[config.mk]
export PLATFORM = sky130hd
export DESIGN_NAME = errmon_readout
export DESIGN_NICKNAME = d
export VERILOG_FILES = /design/src/rtl/errmon_pkg.sv /design/src/rtl/errmon_shreg.sv /design/src/rtl/errmon_readout.sv
export SDC_FILE = /design/constraint.sdc
export NUM_CORES = 1
export LEC_CHECK = 0
export CAP_MARGIN = 20
export CORE_ASPECT_RATIO = 1.4
export CORE_MARGIN = 8
export CORE_UTILIZATION = 40
export CTS_CLUSTER_DIAMETER = 40
export CTS_CLUSTER_SIZE = 16
export DETAILED_ROUTE_END_ITERATION = 8
export HOLD_SLACK_MARGIN = 0.02
export MAX_ROUTING_LAYER = met4
export SYNTH_ARGS = -nofsm -noshare
export SYNTH_HDL_FRONTEND = slang
export SYNTH_HIERARCHICAL = 1
export SYNTH_SLANG_ARGS = --single-unit
[constraint.sdc]
create_clock -name SIM_CLK -period 3.38 [get_ports SIM_CLK]
set_clock_uncertainty 0.1 [all_clocks]
set_input_delay 0.676 -clock SIM_CLK [delete_from_list [all_inputs] [get_ports SIM_CLK]]
set_output_delay 0.676 -clock SIM_CLK [all_outputs]
set_load 0.1 [all_outputs]
[src/rtl/errmon_pkg.sv]
// ============================================================================
// Module      : errmon_pkg
// Description : Shared constants for the error-monitor readout block.
//               Build option: ERRMON_PARITY_EN widens the bit counter for parity.
// Revision    : 1.0 - initial release
// ============================================================================
`default_nettype none

package errmon_pkg;

    localparam int EM_WORD_BITS   = 26;
    localparam int CLR_CYCLES_DEF = 2;

`ifdef ERRMON_PARITY_EN
    localparam int CNT_W = 6;
`else
    localparam int CNT_W = 5;
`endif

    localparam logic [2:0] ST_IDLE    = 3'd0;
    localparam logic [2:0] ST_CAPTURE = 3'd1;
    localparam logic [2:0] ST_SHIFT   = 3'd2;
    localparam logic [2:0] ST_CLEAR   = 3'd3;
    localparam logic [2:0] ST_DONE    = 3'd4;

    localparam int EM1_IDX  = 0;  localparam int EM2_IDX  = 1;  localparam int EM3_IDX  = 2;
    localparam int EM4_IDX  = 3;  localparam int EM5_IDX  = 4;  localparam int EM6_IDX  = 5;
    localparam int EM7_IDX  = 6;  localparam int EM8_IDX  = 7;  localparam int EM9_IDX  = 8;
    localparam int EM10_IDX = 9;  localparam int EM11_IDX = 10; localparam int EM12_IDX = 11;
    localparam int EM13_IDX = 12; localparam int EM14_IDX = 13; localparam int EM15_IDX = 14;
    localparam int EM16_IDX = 15; localparam int EM17_IDX = 16; localparam int EM18_IDX = 17;
    localparam int EM19_IDX = 18; localparam int EM20_IDX = 19; localparam int EM21_IDX = 20;
    localparam int EM22_IDX = 21; localparam int EM23_IDX = 22; localparam int EM24_IDX = 23;
    localparam int EM25_IDX = 24; localparam int EM26_IDX = 25;

endpackage

`default_nettype wire

[src/rtl/errmon_shreg.sv]
// ============================================================================
// Module      : errmon_shreg
// Description : Snapshot register with indexed serial readout, bit counter and
//               last-bit flag. Build option: ERRMON_PARITY_EN appends odd parity.
// Revision    : 1.0 - initial release
// ============================================================================
`default_nettype none

module errmon_shreg
    import errmon_pkg::*;
#(
    parameter int WORD_BITS = EM_WORD_BITS,
    parameter int MSB_FIRST = 1
) (
    input  logic                 clk,
    input  logic                 rst,
    input  logic                 i_en,
    input  logic                 i_load,
    input  logic                 i_adv,
    input  logic [WORD_BITS-1:0] i_data,
    output logic [WORD_BITS-1:0] o_snap,
    output logic                 o_bit,
    output logic                 o_last
);

    localparam logic [CNT_W-1:0] c_top  = CNT_W'(WORD_BITS - 1);
`ifdef ERRMON_PARITY_EN
    localparam logic [CNT_W-1:0] c_last = CNT_W'(WORD_BITS);
`else
    localparam logic [CNT_W-1:0] c_last = c_top;
`endif

    logic [WORD_BITS-1:0] snap_q, snap_d, w_shifted;
    logic [CNT_W-1:0]     cnt_q, cnt_d, w_idx;

    always_comb begin
        snap_d = snap_q;
        cnt_d  = cnt_q;
        if (i_load) begin
            snap_d = i_data;
            cnt_d  = '0;
        end else if (i_adv && !o_last) begin
            cnt_d  = cnt_q + CNT_W'(1);
        end
    end

    always_ff @(posedge clk) begin
        if (rst) begin
            snap_q <= '0;
            cnt_q  <= '0;
        end else if (i_en) begin
            snap_q <= snap_d;
            cnt_q  <= cnt_d;
        end
    end

    // The snapshot stays intact so the top level can compare it against live inputs.
    assign w_idx     = (MSB_FIRST != 0) ? (c_top - cnt_q) : cnt_q;
    assign w_shifted = snap_q >> w_idx;
    assign o_last    = (cnt_q == c_last);
    assign o_snap    = snap_q;

`ifdef ERRMON_PARITY_EN
    assign o_bit = (cnt_q == c_last) ? ~^snap_q : w_shifted[0];
`else
    assign o_bit = w_shifted[0];
`endif

endmodule

`default_nettype wire

[src/rtl/errmon_readout.sv]
// ============================================================================
// Module      : errmon_readout
// Description : Snapshots EM1..EM26 on read request, serializes them to the LVDC
//               and clears the latches. Build option: ERRMON_PARITY_EN.
// Revision    : 1.0 - initial release
// ============================================================================
`default_nettype none

module errmon_readout
    import errmon_pkg::*;
#(
    parameter int WORD_BITS  = EM_WORD_BITS,
    parameter int CLR_CYCLES = CLR_CYCLES_DEF,
    parameter int MSB_FIRST  = 1
) (
    input  logic                 SIM_CLK,
    input  logic                 SIM_RST,
    input  logic                 V1,
    input  logic [WORD_BITS-1:0] EM_IN,
    input  logic                 RD_REQ,
    input  logic                 BIT_STB,
    output logic                 SER_OUT,
    output logic                 SER_VALID,
    output logic                 RD_BUSY,
    output logic                 RD_DONE,
    output logic                 EMRS_REQ,
    output logic                 LATE_ERR,
    output logic                 ANY_ERR
);

    localparam int               CLR_W      = $clog2(CLR_CYCLES + 1);
    localparam logic [CLR_W-1:0] c_clr_last = CLR_W'(CLR_CYCLES - 1);

    logic [2:0]           state_q, state_d;
    logic                 pending_q, pending_d;
    logic                 late_q, late_d;
    logic                 late_err_q, late_err_d;
    logic                 any_err_q, any_err_d;
    logic [CLR_W-1:0]     clr_cnt_q, clr_cnt_d;
    logic                 w_load, w_adv, w_bit, w_last;
    logic [WORD_BITS-1:0] w_snap;

    errmon_shreg #(
        .WORD_BITS (WORD_BITS),
        .MSB_FIRST (MSB_FIRST)
    ) u_shreg (
        .clk    (SIM_CLK),
        .rst    (SIM_RST),
        .i_en   (V1),
        .i_load (w_load),
        .i_adv  (w_adv),
        .i_data (EM_IN),
        .o_snap (w_snap),
        .o_bit  (w_bit),
        .o_last (w_last)
    );

    always_comb begin
        state_d    = state_q;
        pending_d  = pending_q;
        late_d     = late_q;
        late_err_d = late_err_q;
        clr_cnt_d  = clr_cnt_q;
        any_err_d  = |EM_IN;
        w_load     = 1'b0;
        w_adv      = 1'b0;
        case (state_q)
            ST_IDLE: begin
                if (RD_REQ || pending_q) begin
                    state_d   = ST_CAPTURE;
                    pending_d = 1'b0;
                end
            end
            ST_CAPTURE: begin
                w_load    = 1'b1;
                late_d    = 1'b0;
                clr_cnt_d = '0;
                state_d   = ST_SHIFT;
            end
            ST_SHIFT: begin
                // A latch set after the snapshot would be wiped by EMRS without being read.
                if (|(EM_IN & ~w_snap)) late_d = 1'b1;
                if (BIT_STB) begin
                    w_adv = 1'b1;
                    if (w_last) state_d = ST_CLEAR;
                end
            end
            ST_CLEAR: begin
                if (late_q) begin
                    late_err_d = 1'b1;
                    pending_d  = 1'b1;
                    state_d    = ST_DONE;
                end else if (clr_cnt_q == c_clr_last) begin
                    state_d    = ST_DONE;
                end else begin
                    clr_cnt_d  = clr_cnt_q + CLR_W'(1);
                end
            end
            ST_DONE:  state_d = ST_IDLE;
            default:  state_d = ST_IDLE;
        endcase
        if (RD_REQ && (state_q != ST_IDLE)) pending_d = 1'b1;
    end

    always_ff @(posedge SIM_CLK) begin
        if (SIM_RST) begin
            state_q    <= ST_IDLE;
            pending_q  <= 1'b0;
            late_q     <= 1'b0;
            late_err_q <= 1'b0;
            any_err_q  <= 1'b0;
            clr_cnt_q  <= '0;
        end else if (V1) begin
            state_q    <= state_d;
            pending_q  <= pending_d;
            late_q     <= late_d;
            late_err_q <= late_err_d;
            any_err_q  <= any_err_d;
            clr_cnt_q  <= clr_cnt_d;
        end
    end

    assign SER_VALID = (state_q == ST_SHIFT);
    assign SER_OUT   = SER_VALID & w_bit;
    assign RD_BUSY   = (state_q != ST_IDLE);
    assign RD_DONE   = (state_q == ST_DONE);
    assign EMRS_REQ  = (state_q == ST_CLEAR) && !late_q;
    assign LATE_ERR  = late_err_q;
    assign ANY_ERR   = any_err_q;

endmodule

`default_nettype wire
==> flow_summary_export.csv <==
group,metric,value,unit
run_status,status,"completed",
logic_synthesis,syn_area,0.002228,mm2
logic_synthesis,yosysSeqAreaShare,35.93,%
sta,maxSlewHeadroom,57.31,%
grt,grt_pass1_wl,10150,um
sta,max_freq,330.8,MHz
sta,rsz0062_at_grt,"no",
logic_synthesis,synthCells,273,
logic_synthesis,synth_top_area_share,35.93,%
hold_path,whs_path_depth,2,
worst_setup_path,r2r-end,"u_shreg/o_snap[3]",
finish,final_area,0.002745,mm2
sta,hold_viol_final,0,
worst_setup_path,crit_chain,"inv_1 -> ha_1 -> xor2_2 -> mux2i_1 -> mux2_2 -> mux2i_1 -> and3_1 -> buf_12",
clock_tree,cts.sinks,40,
clock_tree,clk_pin_slew_worst_paths,0.08,ns
finish,fillers,560,
floorplanning,fp.dieH,104.3,um
clock_tree,cts-buffers-inserted,5,
hold_path,holdCritPathClass,"reg -> reg",
logic_synthesis,synth.distinct_cells,44,
clock_tree,cts_hold_buf,0,
route,drc,0,
floorplanning,num_rows,32,
clock_tree,cts_buffer_depth,2,
route,detail-route-antenna-nets,0,
worst_setup_path,path_class,"reg -> out",
hold_path,hp-start,"u_shreg/o_snap[8]",
placed_design,numPortBuffers,37,
worst_setup_path,slowest_delay,0.50,ns
logic_synthesis,synth_nets,308,
clock_tree,cts_tree,"done",
hold_path,min_to,"u_shreg/o_snap[8]",
sta,fin_tns_setup,0,ns
finish,layout-drive-gt1-share,8.738,%
sta,report.final.slew_viol_count,0,
worst_setup_path,critPathSlowestCell,"dfxtp_2",
sta,layout_min_cycle_time,3.023,ns
placed_design,gp_congestion,0.8292,
route,vias_per_cell,5.520,
floorplanning,core_area,0.005445,mm2
route,wl,6120,um
floorplanning,start_util,40.92,%
logic_synthesis,yosys_warnings,6,
worst_setup_path,reg2reg_from,"state_q[0]",
worst_setup_path,path_common_cell,"mux2i_1",
route,wl_per_cell,16.23,um
sta,fin_crit_sh,89.45,%
worst_setup_path,r2r_cells,6,
sta,setup_viol,0,
logic_synthesis,ys_ff_latch,40,
logic_synthesis,synth_edf_count,0,
clock_tree,root_buffer,"clkbuf_8",
route,wl_met3,218,um
floorplanning,ioPinCount,38,
placed_design,placed_cells,369,
worst_setup_path,cp.arrival,2.25,ns
logic_synthesis,synth_ff_type,"dfxtp_1",
route,drtPass1Iterations,4,
logic_synthesis,async_reset_ff_share,0,%
grt,grt_max_degree,27,
floorplanning,die_w,79.08,um
worst_setup_path,cp.required,2.60,ns
clock_tree,clk_latency,0.29,ns
route,met1_length,2569,um
finish,num_antenna_cells,0,
grt,globalRoute.totalOverflow,0,
placed_design,dpl_cell_area,0.002654,mm2
worst_setup_path,crit_path_end_kind,"primary output",
grt,grt_pass1_vias,2096,
placed_design,dp_hpwl,4602,um
route,topRoutingLayerUsed,"met4",
worst_setup_path,path_max_fanout,12,
finish,final_common_cell,"nand2_1",
run,drv_cap,0,
sta,worst_pin_slew,0.6383,ns
finish,nets,343,
placed_design,post-place-ws,0.4794,ns
power,leakagePower,1.048,nW
finish,fin_cells,377,
grt,grt_use_total,15.63,%
route,wl_met2,3146,um
worst_setup_path,r2r_slack,1.28,ns
logic_synthesis,synthTopCellsByArea,"dfxtp_1, nand2_1, a21oi_1, mux4_1, inv_1",
finish,most-common-layout-cells,"nand2_1, dfxtp_1, a21oi_1",
sta,whs,0.3725,ns
logic_synthesis,avgSynthCellArea,8.163,um2
grt,antenna_found_initial,0,
finish,syn2layout_area_growth,23.19,%
route,via_count,2081,
sta,finalWorstSetupSlack,0.3568,ns
route,drt_iter0_drc,105,
power,irDropWorstVdd,0.2123,mV
floorplanning,dieArea,0.008249,mm2
clock_tree,cts_htree_levels,2,
logic_synthesis,synth_top_area_cell,"dfxtp_1",
power,powerDensity,375.8,mW/mm2
worst_setup_path,start_kind,"flip-flop",
how the worst max path moves through the flow:
stage | from | to | cells after the start
after floorplan | u_shreg/cnt_q[1] | SER_OUT | 8
after global placement | u_shreg/cnt_q[1] | SER_OUT | 8
after detailed placement | u_shreg/cnt_q[1] | SER_OUT | 8
after CTS | u_shreg/cnt_q[1] | SER_OUT | 8
after global routing | u_shreg/cnt_q[1] | SER_OUT | 8
final | u_shreg/cnt_q[1] | SER_OUT | 8
sequential cells by signal (all words and copies together) (netlist names):
register,count
pending_q,1
late_q,1
u_shreg/cnt_q,5
LATE_ERR,1
clr_cnt_q,2
state_q,3
ANY_ERR,1
u_shreg/o_snap,26
layout make-up:
class / instances / area [um2] / area share [%]
multi-input combinational: 196 / 1282 / 46.72
sequential: 40 / 802.0 / 29.22
timing repair buffer: 41 / 395.4 / 14.40
tap: 68 / 85.08 / 3.099
inverter: 24 / 90.09 / 3.282
clock buffer: 8 / 90.09 / 3.282
worst max-delay path: cells and delay by family, from the launching register on:
family	cells	cell delay, ns
mux	3	0.51
flops	1	0.50
buf+inv	2	0.26
fa+ha+maj	1	0.24
xor+xnor	1	0.24
simple gates	1	0.21
kinds of logic (layout without fill, tap and decap cells):
family	count (synthesis)	in the layout	share of synthesized area, %
muxes	13	13	10.33
xor gates and xnor gates	4	4	1.909
buffers and inverters	37	73	6.738
AOI/OAI and AO/OA	63	63	18.25
adders and majority gates	4	4	2.246
and+or+nand+nor	112	112	24.59
DFF	40	40	35.93
power by group:
group / switching [mW] / internal, mW
Combinational: 0.112 / 0.0816
Clock: 0.162 / 0.167
Sequential: 0.0201 / 0.489
per-stage QoR:
stage	util, %	power (mW)
CTS	50.39	1.047
global route	50.41	1.085
detailed placement	48.74	0.7150
floorplan	-	0.6312
global placement	48.74	0.7139
finish	50.41	1.032
Yosys cell counts (2+ instances only):
| cell | number |
|---|---|
| nand4_1 | 3 |
| buf_2 | 3 |
| a311oi_1 | 2 |
| buf_1 | 3 |
| and2_1 | 3 |
| a31oi_1 | 4 |
| o21ai_0 | 5 |
| o22ai_1 | 5 |
| nor4_1 | 7 |
| nand3_1 | 5 |
| mux2_2 | 2 |
| inv_1 | 24 |
| nand2b_1 | 12 |
| ha_1 | 4 |
| and3_1 | 3 |
| o2111ai_1 | 4 |
| a41oi_1 | 2 |
| xnor2_1 | 2 |
| mux4_1 | 6 |
| nor2_1 | 5 |
| clkbuf_1 | 6 |
| nor4b_1 | 2 |
| dfxtp_1 | 40 |
| nor3_1 | 10 |
| mux2i_1 | 5 |
| a21oi_1 | 32 |
| nand2_1 | 57 |
timing repair:
| action | CTS | global route |
|---|---|---|
| resized for setup | 0 | 1 |
| setup endpoints to repair | 0 | 1 |
| setup buffers | 0 | 0 |
metal layers:
metal | vias to the layer above | GRT usage (%)
met5 | - | -
met4 | 0 | 7.447
met3 | 14 | 3.374
met2 | 46 | 25.40
met1 | 977 | 17.54
li1 | 1044 | -
(Power assumes the default switching activity.)
